### src/rtl/hex_scan_controller_pkg.sv
// Shared definitions for the multiplexed 7-segment scan controller:
// scan state encoding, the all-segments-off pattern and a digit-index width helper.
package hex_scan_controller_pkg;

    typedef enum logic [1:0] {
        ST_IDLE  = 2'd0,
        ST_BLANK = 2'd1,
        ST_SHOW  = 2'd2
    } scan_state_e;

    localparam logic [6:0] SEG_OFF = 7'h7F;

    // Bits needed to index n digits; a single digit still gets a 1-bit index.
    function automatic int digit_w(input int n);
        digit_w = (n > 1) ? $clog2(n) : 1;
    endfunction

endpackage

### src/rtl/hex_scan_controller_if.sv
// Valid/ready load port carrying the next value and decimal points to display.
interface hex_scan_controller_if #(
    parameter int NUM_DIGITS = 4
);
    logic                      load_valid;
    logic                      load_ready;
    logic [4*NUM_DIGITS-1:0]   load_data;
    logic [NUM_DIGITS-1:0]     load_dp;

    modport master (output load_valid, load_data, load_dp, input load_ready);
    modport slave  (input load_valid, load_data, load_dp, output load_ready);
endinterface

### src/rtl/hex_scan_controller_hex_decoder.sv
// Hex nibble to active-low 7-segment pattern, segments a..g on bits 0..6.
module hex_decoder
    import hex_scan_controller_pkg::*;
(
    input  logic [3:0] nibble,
    output logic [6:0] seg_n
);

    // Segment lookup for one hex digit
    always_comb begin
        seg_n = SEG_OFF;
        case (nibble)
            4'h0:    seg_n = 7'h40;
            4'h1:    seg_n = 7'h79;
            4'h2:    seg_n = 7'h24;
            4'h3:    seg_n = 7'h30;
            4'h4:    seg_n = 7'h19;
            4'h5:    seg_n = 7'h12;
            4'h6:    seg_n = 7'h02;
            4'h7:    seg_n = 7'h78;
            4'h8:    seg_n = 7'h00;
            4'h9:    seg_n = 7'h10;
            4'hA:    seg_n = 7'h08;
            4'hB:    seg_n = 7'h03;
            4'hC:    seg_n = 7'h46;
            4'hD:    seg_n = 7'h21;
            4'hE:    seg_n = 7'h06;
            4'hF:    seg_n = 7'h0E;
            default: seg_n = SEG_OFF;
        endcase
    end

endmodule

### src/rtl/hex_scan_controller.sv
// Scans NUM_DIGITS common-anode digits through one hex decoder, with dead time
// between digits and a one-entry load buffer that only updates at frame boundaries.
module hex_scan_controller
    import hex_scan_controller_pkg::*;
#(
    parameter int NUM_DIGITS   = 4,
    parameter int DWELL_CYCLES = 50000,
    parameter int BLANK_CYCLES = 500,
    parameter int LZ_BLANK     = 1
) (
    input  logic                   clock,
    input  logic                   resetn,
    input  logic                   enable,
    hex_scan_controller_if.slave   load_if,
    output logic [6:0]             seg_n,
    output logic                   dp_n,
    output logic [NUM_DIGITS-1:0]  digit_n,
    output logic                   frame_done
);

    localparam int IDX_W   = digit_w(NUM_DIGITS);
    localparam int CNT_MAX = (DWELL_CYCLES > BLANK_CYCLES) ? DWELL_CYCLES : BLANK_CYCLES;
    localparam int CNT_W   = $clog2(CNT_MAX + 1);
    localparam int DW      = 4 * NUM_DIGITS;

    localparam logic [CNT_W-1:0]      DWELL_LAST = CNT_W'(DWELL_CYCLES - 1);
    localparam logic [CNT_W-1:0]      BLANK_LAST = CNT_W'((BLANK_CYCLES > 0) ? BLANK_CYCLES - 1 : 0);
    localparam logic [CNT_W-1:0]      CNT_ONE    = CNT_W'(1);
    localparam logic [IDX_W-1:0]      IDX_LAST   = IDX_W'(NUM_DIGITS - 1);
    localparam logic [IDX_W-1:0]      IDX_ONE    = IDX_W'(1);
    localparam logic [NUM_DIGITS-1:0] DIGIT_ONE  = NUM_DIGITS'(1);

    scan_state_e             state_r, state_next_s;
    logic [IDX_W-1:0]        idx_r, idx_next_s;
    logic [CNT_W-1:0]        cnt_r, cnt_next_s;
    logic                    frame_end_s;

    logic [DW-1:0]           display_r, display_next_s, pending_r, pending_next_s;
    logic [NUM_DIGITS-1:0]   disp_dp_r, disp_dp_next_s, pending_dp_r, pending_dp_next_s;
    logic                    pending_full_r, pending_full_next_s, accept_s;

    logic [3:0]              nibble_s;
    logic [6:0]              seg_dec_s;
    logic                    lz_s;
    logic [6:0]              seg_r, seg_next_s;
    logic                    dp_r, dp_next_s;
    logic [NUM_DIGITS-1:0]   digit_r, digit_next_s;
    logic                    frame_done_r;

    assign frame_end_s = enable && (state_r == ST_SHOW) && (idx_r == IDX_LAST) && (cnt_r == DWELL_LAST);

    // Scan sequencing: IDLE -> BLANK -> SHOW per digit, counter restarts on each transition
    always_comb begin
        state_next_s = state_r;
        idx_next_s   = idx_r;
        cnt_next_s   = cnt_r + CNT_ONE;
        if (!enable) begin
            state_next_s = ST_IDLE;
            idx_next_s   = '0;
            cnt_next_s   = '0;
        end else begin
            case (state_r)
                ST_IDLE: begin
                    idx_next_s   = '0;
                    cnt_next_s   = '0;
                    state_next_s = (BLANK_CYCLES == 0) ? ST_SHOW : ST_BLANK;
                end
                ST_BLANK: begin
                    if (cnt_r == BLANK_LAST) begin
                        state_next_s = ST_SHOW;
                        cnt_next_s   = '0;
                    end else begin
                        cnt_next_s   = cnt_r + CNT_ONE;
                    end
                end
                ST_SHOW: begin
                    if (cnt_r == DWELL_LAST) begin
                        cnt_next_s   = '0;
                        idx_next_s   = (idx_r == IDX_LAST) ? '0 : idx_r + IDX_ONE;
                        state_next_s = (BLANK_CYCLES == 0) ? ST_SHOW : ST_BLANK;
                    end else begin
                        cnt_next_s   = cnt_r + CNT_ONE;
                    end
                end
                default: begin
                    state_next_s = ST_IDLE;
                    idx_next_s   = '0;
                    cnt_next_s   = '0;
                end
            endcase
        end
    end

    assign accept_s          = load_if.load_valid && !pending_full_r;
    assign load_if.load_ready = !pending_full_r;

    // Load buffer: drain pending at a frame boundary or while idle, bypass when empty at the boundary
    always_comb begin
        display_next_s      = display_r;
        disp_dp_next_s      = disp_dp_r;
        pending_next_s      = pending_r;
        pending_dp_next_s   = pending_dp_r;
        pending_full_next_s = pending_full_r;
        if ((frame_done_r || (state_r == ST_IDLE)) && pending_full_r) begin
            display_next_s      = pending_r;
            disp_dp_next_s      = pending_dp_r;
            pending_full_next_s = 1'b0;
        end else if (frame_done_r && accept_s) begin
            display_next_s      = load_if.load_data;
            disp_dp_next_s      = load_if.load_dp;
        end else if (accept_s) begin
            pending_next_s      = load_if.load_data;
            pending_dp_next_s   = load_if.load_dp;
            pending_full_next_s = 1'b1;
        end else begin
            pending_full_next_s = pending_full_r;
        end
    end

    // The decoder sees the value being committed this cycle so a boundary update is never one frame stale
    assign nibble_s = display_next_s[{idx_r, 2'b00} +: 4];

    hex_decoder u_hex_decoder (
        .nibble (nibble_s),
        .seg_n  (seg_dec_s)
    );

    // Leading-zero detect: this nibble and every higher one are zero
    always_comb begin
        lz_s = 1'b0;
        if ((LZ_BLANK != 0) && (idx_r != '0)) begin
            lz_s = ((display_next_s >> {idx_r, 2'b00}) == '0);
        end else begin
            lz_s = 1'b0;
        end
    end

    // Next pin values: dark unless showing a digit
    always_comb begin
        seg_next_s   = SEG_OFF;
        dp_next_s    = 1'b1;
        digit_next_s = '1;
        if (enable && (state_r == ST_SHOW)) begin
            digit_next_s = ~(DIGIT_ONE << idx_r);
            seg_next_s   = lz_s ? SEG_OFF : seg_dec_s;
            dp_next_s    = ~disp_dp_next_s[idx_r];
        end else begin
            digit_next_s = '1;
        end
    end

    // Scan state register
    always_ff @(posedge clock or negedge resetn) begin
        if (!resetn) begin
            state_r <= ST_IDLE;
            idx_r   <= '0;
            cnt_r   <= '0;
        end else begin
            state_r <= state_next_s;
            idx_r   <= idx_next_s;
            cnt_r   <= cnt_next_s;
        end
    end

    // Display and pending buffer registers
    always_ff @(posedge clock or negedge resetn) begin
        if (!resetn) begin
            display_r      <= '0;
            disp_dp_r      <= '0;
            pending_r      <= '0;
            pending_dp_r   <= '0;
            pending_full_r <= 1'b0;
        end else begin
            display_r      <= display_next_s;
            disp_dp_r      <= disp_dp_next_s;
            pending_r      <= pending_next_s;
            pending_dp_r   <= pending_dp_next_s;
            pending_full_r <= pending_full_next_s;
        end
    end

    // Registered pin drivers
    always_ff @(posedge clock or negedge resetn) begin
        if (!resetn) begin
            seg_r        <= SEG_OFF;
            dp_r         <= 1'b1;
            digit_r      <= '1;
            frame_done_r <= 1'b0;
        end else begin
            seg_r        <= seg_next_s;
            dp_r         <= dp_next_s;
            digit_r      <= digit_next_s;
            frame_done_r <= frame_end_s;
        end
    end

    assign seg_n      = seg_r;
    assign dp_n       = dp_r;
    assign digit_n    = digit_r;
    assign frame_done = frame_done_r;

endmodule

### src/flat_wrapper.sv
// flat-port wrapper written by rule: the top's interface ports become plain ports
module hex_scan_controller_flat import hex_scan_controller_pkg::*;
#(
    parameter int NUM_DIGITS   = 4,
    parameter int DWELL_CYCLES = 50000,
    parameter int BLANK_CYCLES = 500,
    parameter int LZ_BLANK     = 1
)
  (clock, resetn, enable, seg_n, dp_n, digit_n, frame_done, load_if_load_valid, load_if_load_data, load_if_load_dp, load_if_load_ready);
  hex_scan_controller_if #(.NUM_DIGITS(NUM_DIGITS)) load_if_i ();
  input  logic clock;
  input  logic resetn;
  input  logic enable;
  output logic [6:0] seg_n;
  output logic dp_n;
  output logic [NUM_DIGITS-1:0] digit_n;
  output logic frame_done;
  input wire logic [$bits(load_if_i.load_valid)-1:0] load_if_load_valid;
  input wire logic [$bits(load_if_i.load_data)-1:0] load_if_load_data;
  input wire logic [$bits(load_if_i.load_dp)-1:0] load_if_load_dp;
  output wire logic [$bits(load_if_i.load_ready)-1:0] load_if_load_ready;
  assign load_if_i.load_valid = load_if_load_valid;
  assign load_if_i.load_data = load_if_load_data;
  assign load_if_i.load_dp = load_if_load_dp;
  assign load_if_load_ready = load_if_i.load_ready;
  hex_scan_controller #(.NUM_DIGITS(NUM_DIGITS), .DWELL_CYCLES(DWELL_CYCLES), .BLANK_CYCLES(BLANK_CYCLES), .LZ_BLANK(LZ_BLANK)) u_core (.clock(clock), .resetn(resetn), .enable(enable), .load_if(load_if_i), .seg_n(seg_n), .dp_n(dp_n), .digit_n(digit_n), .frame_done(frame_done));
endmodule
### config.mk
export PLATFORM = sky130hd
export DESIGN_NAME = hex_scan_controller_flat
export DESIGN_NICKNAME = d
export VERILOG_FILES = /design/src/rtl/hex_scan_controller_pkg.sv /design/src/rtl/hex_scan_controller_if.sv /design/src/rtl/hex_scan_controller_hex_decoder.sv /design/src/rtl/hex_scan_controller.sv /design/src/flat_wrapper.sv
export SDC_FILE = /design/constraint.sdc
export NUM_CORES = 1
export LEC_CHECK = 0
export CORE_MARGIN = 8
export CORE_UTILIZATION = 40
export DETAILED_ROUTE_END_ITERATION = 16
export DONT_BUFFER_PORTS = 1
export PLACE_DENSITY = 0.52
export SYNTH_ARGS = -nofsm -noshare
export SYNTH_HDL_FRONTEND = slang
export SYNTH_SLANG_ARGS = --single-unit
### constraint.sdc
create_clock -name clock -period 3.58 [get_ports clock]
set_input_delay 0.537 -clock clock [delete_from_list [all_inputs] [get_ports clock]]
set_output_delay 0.537 -clock clock [all_outputs]
set_load 0.05 [all_outputs]
==> reports/metrics.cfg <==
[run_status]
status = finished, final reports clean

[sta]
fin_ws_ps = 523
setup_tns_ps = 0
slew_headroom = 0.563
finalCriticalPeriod_ps = 3060
hold_viol = 0
rsz0062_at_grt = no
clock.fmax_mhz = 327
setup_viol = 0
skew_ps = 9.28
fin_crit_sh = 0.854
drv_slew = 0
tightest_slew_ps = 653

[clock_network]
clk_path_buf_depth = 2
numClockSinks = 74
cts_tree = yes
cts_made_buffers = 9
clock_latency_ps = 350
cts_resized = 0
htreeDepth = 3
cts.clk_slew.worst_paths_ps = 90
post_cts_buffers = 0
root_buffer = clkbuf_8

[place]
dp.final_hpwl_mm = 5.48
place_congestion = 0.752
placed_area_sq_um = 3830
port_buffers = 0
pre_cts_ws_ps = 529

[floorplanning]
core_sq_um = 9150
die_w_microns = 113
ioPinCount = 38
die_y_microns = 113
dieArea_sq_um = 12700
placementRows = 35
initial_utilization = 0.409

[setup_path]
cp_slowest_cell = or4_4
cp_top_family = compound AO/OA/AOI/OAI gates
cp.required_ps = 3830
critPathArrivalTime_ps = 3310
path_class = reg -> reg
worstReg2RegEnd = u_core.seg_n[2]
critPathMaxStageDelay_ps = 500
start_kind = flop
cp.buffers_inverters = 4
critPathCaptureType = flop
r2r.worst_path.cells = 14
cp_max_fo = 24
reg2reg_slack_ps = 520
critical_path.cell_chain = inv_1 -> ha_1 -> o21ai_2 -> buf_4 -> o22ai_1 -> a2111oi_1 -> nor4_2 -> buf_4 -> ha_1 -> inv_1 -> or4_4 -> a21oi_2 -> o21ai_2 -> o311ai_1
crit-reg2reg-launch = u_core.state_r[0]

[min_path]
hold_class = in -> async

[grt]
antenna_found_initial = 0
gr-total-overflow = 0
grt_start_max_net_pins = 63
grt_pass1_wl_mm = 13.7
grtUsageTotal = 0.138
grt_pass1_vias = 2610

[finish]
postLayoutCellArea_sq_um = 4050
diodes = 0
areaGrowthSynthToFinish_pct = 8.09
layout_commonest_cell = dfrtp_1
post-route-util = 0.442
drive_gt1_frac = 0.203
nets = 383
layout_common_cells = dfrtp_1, nor2_1, inv_1

[synth]
yosys_most_used_dff = dfrtp_1
synth_top_cells_by_area = dfrtp_1, dfstp_2, mux2_2, ha_1, nor2_1
synth_cells = 340
synth_edf_count = 0
yosysUniqueCellTypes = 57
synth.largest_area_cell = dfrtp_1
synth_nets = 378
synth_seq_cells = 74
synth_area_sq_um = 3740
synth_top_area_frac = 0.415
synth_warnings = 0
synthArstFlopShare = 1.00
seq_area_frac_synth = 0.499
syn_avg_cell_area_sq_um = 11.0

[drt]
via_per_inst = 5.28
dr.pass1.iters = 4
ant_nets = 0
wirelength_mm = 7.91
wl_per_cell_microns = 17.1
via_count = 2436
drt_iter0_drc = 108
drc = 0

[power]
peakVddDrop_v = 0.000285
p_leak_nw = 1.70
power.density_nw_per_um2 = 832

[run]
drv_cap = 0

==> cell type report <==
cell class                      instances  area, sq um
Sequential cell                        74         1870
Timing Repair Buffer                    7         75.1
Fill cell                             868         5110
Clock inverter                          6         42.5
Inverter                               28          105
Clock buffer                           10          138
Multi-Input combinational cell        225         1680
Tap cell                              111          139
==> report_power, final <==
part	internal (mW)	total (mW)	switching, mW
logic	0.604	1.40	0.797
clock network	0.269	0.593	0.324
registers	1.14	1.37	0.233
total	2.01	3.37	1.35
==> synth_stat cells, drive strengths merged (2+ instances only) <==
master / n
o22a: 8
dfrtp: 62
nor4: 3
nor3b: 3
inv: 28
mux2: 21
o211ai: 5
a211oi: 6
a21oi: 10
nor3: 3
nor2b: 6
nand2b: 2
nand2: 27
nor2: 29
buf: 9
or2: 2
mux4: 3
ha: 14
a21o: 2
clkbuf: 4
xor2: 7
nand3: 13
and3: 3
and2: 4
o22ai: 8
o21ai: 12
mux2i: 7
dfstp: 12
xnor2: 7
nand4: 3
==> per-layer routing <==
layer | track usage | part of all wire | vias to the layer above | routed length (microns)
li1 | - | - | 1197 | -
met1 | 0.177 | 0.47 | 1197 | 3720
met2 | 0.206 | 0.46 | 36 | 3630
met3 | 0.0511 | 0.063 | 6 | 495
met5 | 0 | 0 | - | 0
met4 | 0.0513 | 0.0075 | 0 | 59
==> logic make-up after synthesis <==
family                   synth area share
AND/OR/NAND/NOR                     0.144
buffers and inverters              0.0538
XOR/XNOR                           0.0328
multiplexers                        0.100
AO/OA/AOI/OAI                       0.123
adder cells (fa/ha/maj)            0.0468
flip-flops                          0.499
==> stage by stage <==
stage	power, mW	hold slack [ps]	cells
after global placement	2.76	245	443
after global routing	3.65	35.7	461
final	3.37	41.8	461
after floorplan	2.53	241	340
after detailed placement	2.78	244	443
after CTS	3.41	7.84	460
==> worst max path at each step <==
stage,start,endpoint,slack (ps),cells after the start
after floorplan,u_core.frame_done,u_core.seg_n[2],530,11
after global placement,u_core.state_r[0],u_core.seg_n[2],610,14
after detailed placement,u_core.state_r[0],u_core.seg_n[2],530,14
after CTS,u_core.state_r[0],u_core.seg_n[2],520,14
after global routing,u_core.state_r[1],u_core.seg_n[1],260,14
final,u_core.state_r[0],u_core.seg_n[2],520,14
==> worst reg2reg max path: stages, from the launching register on <==
cell and delay [ps]:
dfrtp_1 400, inv_1 110, ha_1 240, o21ai_2 80
buf_4 230, o22ai_1 240, a2111oi_1 110, nor4_2 270
buf_4 190, ha_1 170, inv_1 60, or4_4 500
a21oi_2 130, o21ai_2 130, o311ai_1 130
==> sequential cells by signal (all words and copies together), names as in the netlist <==
signal and count:
u_core.dp_n 1, u_core.disp_dp_r 4, u_core.digit_n 4, u_core.frame_done 1, u_core.idx_r 2, u_core.display_r 16, u_core.state_r 2, u_core.pending_dp_r 4
u_core.cnt_r 16, u_core.pending_full_r 1, u_core.seg_n 7, u_core.pending_r 16
==> repair_timing <==
item	in CTS	in global routing
endpoints found under the hold margin	62	12
setup endpoints to repair	0	0
hold buffers	1	1
Note: power is estimated with default switching activity, not from simulation.
